### src/rtl/instr_sequencer_if.sv
// Bus bundle between the sequencer and its instruction memory, register file and data memory.
// master = sequencer side, slave = memory/register-file side.
interface instr_sequencer_if;
  logic [4:0]  im_addr;
  logic [15:0] im_data;
  logic [3:0]  rf_ra1;
  logic [3:0]  rf_ra2;
  logic [15:0] rf_rd1;
  logic [15:0] rf_rd2;
  logic [3:0]  rf_wa;
  logic [15:0] rf_wd;
  logic        rf_we;
  logic [3:0]  dm_addr;
  logic [15:0] dm_wd;
  logic        dm_we;
  logic [15:0] dm_rd;

  modport master (
    output im_addr, rf_ra1, rf_ra2, rf_wa, rf_wd, rf_we, dm_addr, dm_wd, dm_we,
    input  im_data, rf_rd1, rf_rd2, dm_rd
  );

  modport slave (
    input  im_addr, rf_ra1, rf_ra2, rf_wa, rf_wd, rf_we, dm_addr, dm_wd, dm_we,
    output im_data, rf_rd1, rf_rd2, dm_rd
  );
endinterface

### src/rtl/instr_sequencer.sv
// Two-cycle fetch/execute controller: owns the pc, latches the fetched word and
// decodes it into register-file, data-memory and branch control until a stop opcode.
module instr_sequencer (
  input  logic                   clk,
  input  logic                   rst_n,
  input  logic                   start,
  instr_sequencer_if.master      bus,
  output logic [4:0]             pc,
  output logic                   halted,
  output logic [15:0]            retired
);

  typedef enum logic [1:0] {IDLE, FETCH, EXEC, HALT} state_t;

  localparam logic [2:0] OP_STORE = 3'b000;
  localparam logic [2:0] OP_LOAD  = 3'b001;
  localparam logic [2:0] OP_ADD   = 3'b010;
  localparam logic [2:0] OP_BEQ   = 3'b101;
  localparam logic [2:0] OP_STOP  = 3'b111;

  state_t      state;
  logic [15:0] ir;
  logic [2:0]  op;
  logic        operands_equal;

  assign op             = ir[15:13];
  assign operands_equal = (bus.rf_rd1 == bus.rf_rd2);
  assign bus.im_addr    = pc;

  always_ff @(posedge clk or negedge rst_n) begin
    if (!rst_n) begin
      state   <= IDLE;
      pc      <= 5'd0;
      ir      <= 16'h0000;
      retired <= 16'h0000;
      halted  <= 1'b0;
    end else begin
      case (state)
        IDLE: begin
          if (start)
            state <= FETCH;
        end
        FETCH: begin
          ir    <= bus.im_data;
          state <= EXEC;
        end
        EXEC: begin
          if (retired != 16'hFFFF)
            retired <= retired + 16'd1;
          // stop keeps pc at its own address so the halted core points at it
          if (op == OP_STOP) begin
            state  <= HALT;
            halted <= 1'b1;
          end else begin
            state <= FETCH;
            if (op == OP_BEQ && operands_equal)
              pc <= ir[12:8];
            else
              pc <= pc + 5'd1;
          end
        end
        HALT: begin
          state <= HALT;
        end
        default: state <= IDLE;
      endcase
    end
  end

  // Decode is purely from ir and gated by EXEC, so an async reset drops the enables at once.
  always_comb begin
    bus.rf_ra1  = 4'd0;
    bus.rf_ra2  = 4'd0;
    bus.rf_wa   = 4'd0;
    bus.rf_wd   = 16'h0000;
    bus.rf_we   = 1'b0;
    bus.dm_addr = 4'd0;
    bus.dm_wd   = 16'h0000;
    bus.dm_we   = 1'b0;
    if (state == EXEC) begin
      case (op)
        OP_STORE: begin
          bus.dm_addr = ir[7:4];
          bus.rf_ra1  = ir[3:0];
          bus.dm_wd   = bus.rf_rd1;
          bus.dm_we   = 1'b1;
        end
        OP_LOAD: begin
          if (ir[12]) begin
            bus.rf_wa = ir[11:8];
            bus.rf_wd = {8'h00, ir[7:0]};
          end else begin
            bus.dm_addr = ir[7:4];
            bus.rf_wa   = ir[3:0];
            bus.rf_wd   = bus.dm_rd;
          end
          bus.rf_we = 1'b1;
        end
        OP_ADD: begin
          bus.rf_wa  = ir[11:8];
          bus.rf_ra1 = ir[7:4];
          bus.rf_ra2 = ir[3:0];
          bus.rf_wd  = bus.rf_rd1 + bus.rf_rd2;
          bus.rf_we  = 1'b1;
        end
        OP_BEQ: begin
          bus.rf_ra1 = ir[7:4];
          bus.rf_ra2 = ir[3:0];
        end
        default: begin
        end
      endcase
    end
  end

endmodule

### src/flat_wrapper.sv
// flat-port wrapper written by rule: the top's interface ports become plain ports
module instr_sequencer_flat 
  (clk, rst_n, start, pc, halted, retired, bus_im_addr, bus_rf_ra1, bus_rf_ra2, bus_rf_wa, bus_rf_wd, bus_rf_we, bus_dm_addr, bus_dm_wd, bus_dm_we, bus_im_data, bus_rf_rd1, bus_rf_rd2, bus_dm_rd);
  instr_sequencer_if bus_i ();
  input  logic clk;
  input  logic rst_n;
  input  logic start;
  output logic [4:0] pc;
  output logic halted;
  output logic [15:0] retired;
  output wire logic [$bits(bus_i.im_addr)-1:0] bus_im_addr;
  output wire logic [$bits(bus_i.rf_ra1)-1:0] bus_rf_ra1;
  output wire logic [$bits(bus_i.rf_ra2)-1:0] bus_rf_ra2;
  output wire logic [$bits(bus_i.rf_wa)-1:0] bus_rf_wa;
  output wire logic [$bits(bus_i.rf_wd)-1:0] bus_rf_wd;
  output wire logic [$bits(bus_i.rf_we)-1:0] bus_rf_we;
  output wire logic [$bits(bus_i.dm_addr)-1:0] bus_dm_addr;
  output wire logic [$bits(bus_i.dm_wd)-1:0] bus_dm_wd;
  output wire logic [$bits(bus_i.dm_we)-1:0] bus_dm_we;
  input wire logic [$bits(bus_i.im_data)-1:0] bus_im_data;
  input wire logic [$bits(bus_i.rf_rd1)-1:0] bus_rf_rd1;
  input wire logic [$bits(bus_i.rf_rd2)-1:0] bus_rf_rd2;
  input wire logic [$bits(bus_i.dm_rd)-1:0] bus_dm_rd;
  assign bus_im_addr = bus_i.im_addr;
  assign bus_rf_ra1 = bus_i.rf_ra1;
  assign bus_rf_ra2 = bus_i.rf_ra2;
  assign bus_rf_wa = bus_i.rf_wa;
  assign bus_rf_wd = bus_i.rf_wd;
  assign bus_rf_we = bus_i.rf_we;
  assign bus_dm_addr = bus_i.dm_addr;
  assign bus_dm_wd = bus_i.dm_wd;
  assign bus_dm_we = bus_i.dm_we;
  assign bus_i.im_data = bus_im_data;
  assign bus_i.rf_rd1 = bus_rf_rd1;
  assign bus_i.rf_rd2 = bus_rf_rd2;
  assign bus_i.dm_rd = bus_dm_rd;
  instr_sequencer u_core (.clk(clk), .rst_n(rst_n), .start(start), .bus(bus_i), .pc(pc), .halted(halted), .retired(retired));
endmodule
### config.mk
export PLATFORM = sky130hd
export DESIGN_NAME = instr_sequencer_flat
export DESIGN_NICKNAME = d
export VERILOG_FILES = /design/src/rtl/instr_sequencer_if.sv /design/src/rtl/instr_sequencer.sv /design/src/flat_wrapper.sv
export SDC_FILE = /design/constraint.sdc
export NUM_CORES = 1
export LEC_CHECK = 0
export BUFFER_PORTS_ARGS = -buffer_cell sky130_fd_sc_hd__buf_4
export CAP_MARGIN = 20
export CORE_ASPECT_RATIO = 0.7
export CORE_MARGIN = 10
export CORE_UTILIZATION = 52
export DETAILED_ROUTE_END_ITERATION = 6
export PLACE_DENSITY = 0.86
export SYNTH_ARGS = -nofsm -noshare
export SYNTH_HDL_FRONTEND = slang
export SYNTH_SLANG_ARGS = --single-unit
### constraint.sdc
create_clock -name clk -period 3.4 [get_ports clk]
set_input_delay 0.17 -clock clk [delete_from_list [all_inputs] [get_ports clk]]
set_output_delay 0.17 -clock clk [all_outputs]
set_load 0.01 [all_outputs]
======== Yosys cells after proc, flatten, opt, wreduce, memory -nomap -nowiden ========
Cells that the tools add are included.
operators by class
  $add $sub $neg .......................... 3
  eq/ne operators ......................... 10
  muxes and demuxes ....................... 23
  bitwise logic cells ..................... 1
  reduce and logical (&&, ||, !) cells .... 8
operator list
  operator                 number
  $mux W16                 4
  $pmux W16 S2             1
  $mux W4                  7
  $pmux W4 S2              3
  $add A16 B1 Y16 const B  1
  $add A16 B16 Y16         1
  $eq A16 B16 Y1           1
  $ne A16 B16 Y1 const B   1
  $pmux W2 S4              1
  $eq A3 B3 Y1 const B     2
  $reduce_and A2 Y1        3
  $add A5 B1 Y5 const B    1
  $mux W5                  1
  $eq A2 B2 Y1 const B     2
  $mux W1                  4
  $mux W2                  2
  $reduce_or A2 Y1         2
  $eq A3 B1 Y1 const B     1
  $eq A3 B2 Y1 const B     1
  $logic_not A3 Y1         1
  $eq A2 B1 Y1 const B     1
  $logic_not A2 Y1         1
  $ne A2 B2 Y1 const B     1
  $logic_and A1 B1 Y1      1
  $not A1 Y1               1
storage, ports and cells
  register bits after elaboration ......... 40
  bits of input ports ..................... 67
  output and inout bits ................... 77

======== Logic depth before layout (Yosys ltp) ========
  depth in word-level cells ............... 4
  mapped depth ............................ 9

======== Least setup slack after synthesis ========
No wires, ideal clock.
  path type ............................... in2out
  start point ............................. in bus_rf_rd2[0]
  end point ............................... out bus_rf_wd[8]
  arrival time ............................ 1.803 ns
  required time ........................... 3.230 ns
  path slack .............................. 1.427 ns
  stages .................................. 9
  path buffers ............................ 0
  cell sequence ........................... ha_1 -> inv_1 -> fa_1 -> nor2b_1 -> o211ai_1 -> a211oi_2 -> nor2_1 -> xor2_1 -> o21ai_0
between the ends
  cells in the longest elaborated chain, start to end .. 3
ends and longest elaborated chain
  element           line                    RTL
  from (decl)       flat_wrapper.sv:22      input wire logic [$bits(bus_i.rf_rd2)-1:0] bus_rf_rd2;
  $add A16 B16 Y16  instr_sequencer.sv:103  bus.rf_wd = bus.rf_rd1 + bus.rf_rd2;
  $pmux W16 S2      instr_sequencer.sv:81   case (op)
  $mux W16          instr_sequencer.sv:80   if (state == EXEC) begin
  to (decl)         flat_wrapper.sv:15      output wire logic [$bits(bus_i.rf_wd)-1:0] bus_rf_wd;
Every way passes these cells.

======== Final worst setup path ========
  start point ............................. in bus_rf_rd1[0]
  end point ............................... out bus_rf_wd[12]
between the ends
  cells in the longest elaborated chain, start to end .. 3
ends and longest elaborated chain
  element           line                    RTL
  from (decl)       flat_wrapper.sv:21      input wire logic [$bits(bus_i.rf_rd1)-1:0] bus_rf_rd1;
  $add A16 B16 Y16  instr_sequencer.sv:103
  $pmux W16 S2      instr_sequencer.sv:81
  $mux W16          instr_sequencer.sv:80
Every way passes these cells.

==> summary.txt <==
Setup path
  • Cell repeated most along the worst path: buf_4
  • Worst Path Arrival: 2320 ps
  • CP Max Fanout: 4
  • Critical Path Sink Type: output pin
  • Slowest cell on crit path: a211oi_2
  • Reg-to-reg slack, setup: 1260 ps
  • Worst flop-to-flop path endpoint: u_core.bus.im_addr[4]
  • Reg2reg start: u_core.ir[15]
  • CP Class: in -> out
  • Cell Chain, Critical Path: buf_4 > ha_1 > inv_1 > fa_1 > nor2b_1 > o211ai_1 > a211oi_2 > o221ai_1 > mux2i_1 > nand2_1 > buf_4
  • Worst Path Required: 3230 ps
  • Critical Path Start Type: input pin
  • R2R depth: 6
  • Crit path largest cell delay: 410 ps

Detailed routing
  • DRC violations left: 0
  • Initial drt markers: 228
  • Highest metal used: met4
  • Routed wire length: 11.0 mm
  • DRT antenna net count: 0
  • Vias per cell: 5.85
  • DR vias: 3349
  • M1 WL: 4.81 mm
  • Met3 wire len: 1.13 mm
  • Drt pass-1 iters: 5
  • Met2 wire length: 4.88 mm
  • Routed length per instance: 19.1 um

Finish
  • Nets: 581
  • Fill cell count: 421
  • Fin util: 76.3%
  • Area of all sequential standard cells: 0.00100 mm^2
  • Area of the multi-input gates: 0.00208 mm^2
  • Antenna diodes: 0
  • Final instance area: 0.00448 mm^2
  • Final cell count without fillers: 572
  • Area Overhead vs Synth: 38.4%
  • Layout cells sized above 1: 37.2%

Placed design
  • Gpl congestion: 0.956
  • Placed cell areas: 0.00430 mm^2
  • DP Cell Count: 562
  • HPWL after DPL: 8.81 mm
  • Port bufs: 143

STA
  • Max transition margin: 42.7%
  • RSZ-0062 raised after global routing: false
  • Final Hold Viols: 0
  • Setup tns final: 0 ps
  • FMAX: 0.402 GHz
  • Slew @ Worst Pin: 853 ps
  • Final setup vio count: 0
  • Final min period: 2490 ps
  • Final Skew: 6.93 ps
  • Hold WS: 93.9 ps
  • Final period utilization: 73.2%
  • Final Max Tran Viols: 0

Global routing
  • Global Route Usage Sum: 21.6%
  • First-pass GRT wire length: 17.6 mm
  • Total grt overflow: 0
  • Vias in the first global route: 3375
  • Antenna violations before repair: 0
  • Largest net degree at the start of global routing: 41

Power
  • PD cells: 522 mW/mm^2
  • NetSw: 0.000843 W
  • Clock network power share: 23.1%
  • Peak VDD IR: 0.410 mV
  • Sequential share of power: 38.5%
  • Leak: 2.19 nW
  • Sw Ratio: 36.1%
  • Combinational group share of total power: 38.3%
  • Int Power: 0.00149 W

Clock network
  • Setup Buffers After CTS: 0
  • CTS tree: done
  • Root Buffer: clkbuf_8
  • Clk Latency, worst-skew pair: 290 ps
  • # clock sinks: 40
  • Clock Tree Buf Depth: 2
  • Worst-path clk slew: 80 ps
  • CTS H-tree lvls: 2
  • TritonCTS Buffers: 5

Floorplanning
  • I/O pin count: 144
  • Core Footprint: 0.00587 mm^2
  • Initial core utilization: 55.1%
  • Row count: 23
  • Die height: 86.0 um
  • Full die area: 0.00983 mm^2
  • Chip width: 114 um

Yosys
  • Avg Inst Size Synth: 8.98 um^2
  • Post-synthesis cell count: 360
  • Top FF cell, synth: dfrtp_1
  • Synthesized Nets: 445
  • Ys async rst share: 100%
  • Number of synthesized flops with an enable pin: 0
  • Seq cells post-synth: 40
  • Mapped cell area: 0.00323 mm^2
  • Cell variety after synth: 64
  • Sequential area share after synthesis: 30.9%
  • Ys Warns: 0

Run status
  • Status: finished, final reports clean

Hold path
  • WHS Path Cells: 2
  • Worst hold start: start
  • Worst hold path type: in -> reg
  • Worst hold endpoint: u_core.state[0]

Job
  • Max cap viols: 0
==> how the worst max path moves through the flow <==
stage | start | to | slack, ps
2_1_floorplan | bus_rf_rd2[0] | bus_rf_wd[8] | 1430
3_3_place_gp | bus_rf_rd2[0] | bus_rf_wd[12] | 1080
3_5_place_dp | bus_rf_rd1[0] | bus_rf_wd[14] | 950
4_1_cts | u_core.state[0] | bus_dm_addr[1] | 740
5_1_grt | bus_rf_rd1[0] | bus_rf_wd[12] | 760
6_report | bus_rf_rd1[0] | bus_rf_wd[12] | 910
==> placed cells by master, fill, tap and decap left out, drive strengths merged, types with 5 or more instances in the layout <==
cell type	instances
nor2	36
nand4	10
and2	24
xor2	8
and3	8
o21ai	15
mux2i	13
dfrtp	40
clkbuf	5
xnor2	16
nand2	27
buf	145
inv	8
a21o	5
a22oi	5
mux2	17
ha	17
nand3	11
a21oi	23
nor3	7
==> synth_stat cells (4+ instances only) <==
library cell   n  area (um^2)
nor3_1         6         30.0
mux2_2        17          191
nand3_1       11         55.1
nand4_1       10         62.6
inv_1          8         30.0
nor2b_1        4         25.0
and2_1        24          150
a22oi_1        5         37.5
nor2_1        35          131
buf_4          5         37.5
mux2i_1       13          130
dfrtp_1       40         1000
a21oi_1       21          105
a21o_1         5         37.5
nand2_1       25         93.8
buf_6          5         56.3
a22o_1         4         35.0
clkbuf_1       4         15.0
xnor2_1       16          140
ha_1          17          213
and3_1         8         50.1
o21ai_0       11         55.1
o21ai_1        4         20.0
xor2_1         8         70.1
==> state kept, by name (all words and copies together) (netlist names) <==
| signal | flops |
|---|---|
| u_core.bus.im_addr | 5 |
| u_core.ir | 16 |
| u_core.halted | 1 |
| u_core.state | 2 |
| u_core.retired | 16 |
==> cell type report <==
cell class                      count  share of cell area, %
Inverter                            8                  0.671
Timing Repair Buffer              147                   24.8
Sequential cell                    40                   22.4
Clock inverter                      3                   2.01
Tap cell                           75                   2.10
Multi-Input combinational cell    294                   46.5
Clock buffer                        5                   1.54
==> metal layers <==
layer / up-vias / global-route usage [%]
li1: 1575 / -
met1: 1608 / 28.2
met2: 151 / 33.5
met3: 15 / 8.42
met4: 0 / 3.52
met5: - / 0
==> cells by family (layout without fill, tap and decap cells) <==
family          count (synthesis)  after routing  share of synthesized area, %
xor+xnor                       24             24                          6.50
fa+ha+maj                      18             18                          7.20
simple gates                  143            143                          23.9
compound gates                 79             79                          16.7
mux                            30             30                          9.94
flops                          40             40                          30.9
buf+inv                        26            163                          4.87
==> critical path: cells and delay by family <==
kind / cells / cell delay, ps
AOI/OAI and AO/OA: 3 / 800
and+or+nand+nor: 2 / 320
buffers and inverters: 3 / 290
adders and majority gates: 2 / 540
muxes: 1 / 180
==> metrics by stage <==
stage                     setup slack [ps]  power, W
after floorplan                       1430   0.00146
after global placement                1080   0.00176
after detailed placement               948   0.00179
after CTS                              739   0.00233
after global routing                   756   0.00248
final                                  911   0.00234
==> power groups by stage <==
stage / combinational [W] / clock [W] / sequential [W]
after detailed placement: 0.000887 / 0 / 0.000902
after global routing: 0.000989 / 0.000564 / 0.000929
final: 0.000896 / 0.000540 / 0.000900
after floorplan: 0.000647 / 0 / 0.000813
after global placement: 0.000865 / 0 / 0.000892
after CTS: 0.000896 / 0.000541 / 0.000893
==> repair_timing <==
action / in CTS / in global routing
gates resized for setup: 0 / 0
hold buffers: 1 / 0
endpoints found under the hold margin: 40 / 0
No activity file was read; power rests on OpenSTA's default activity.
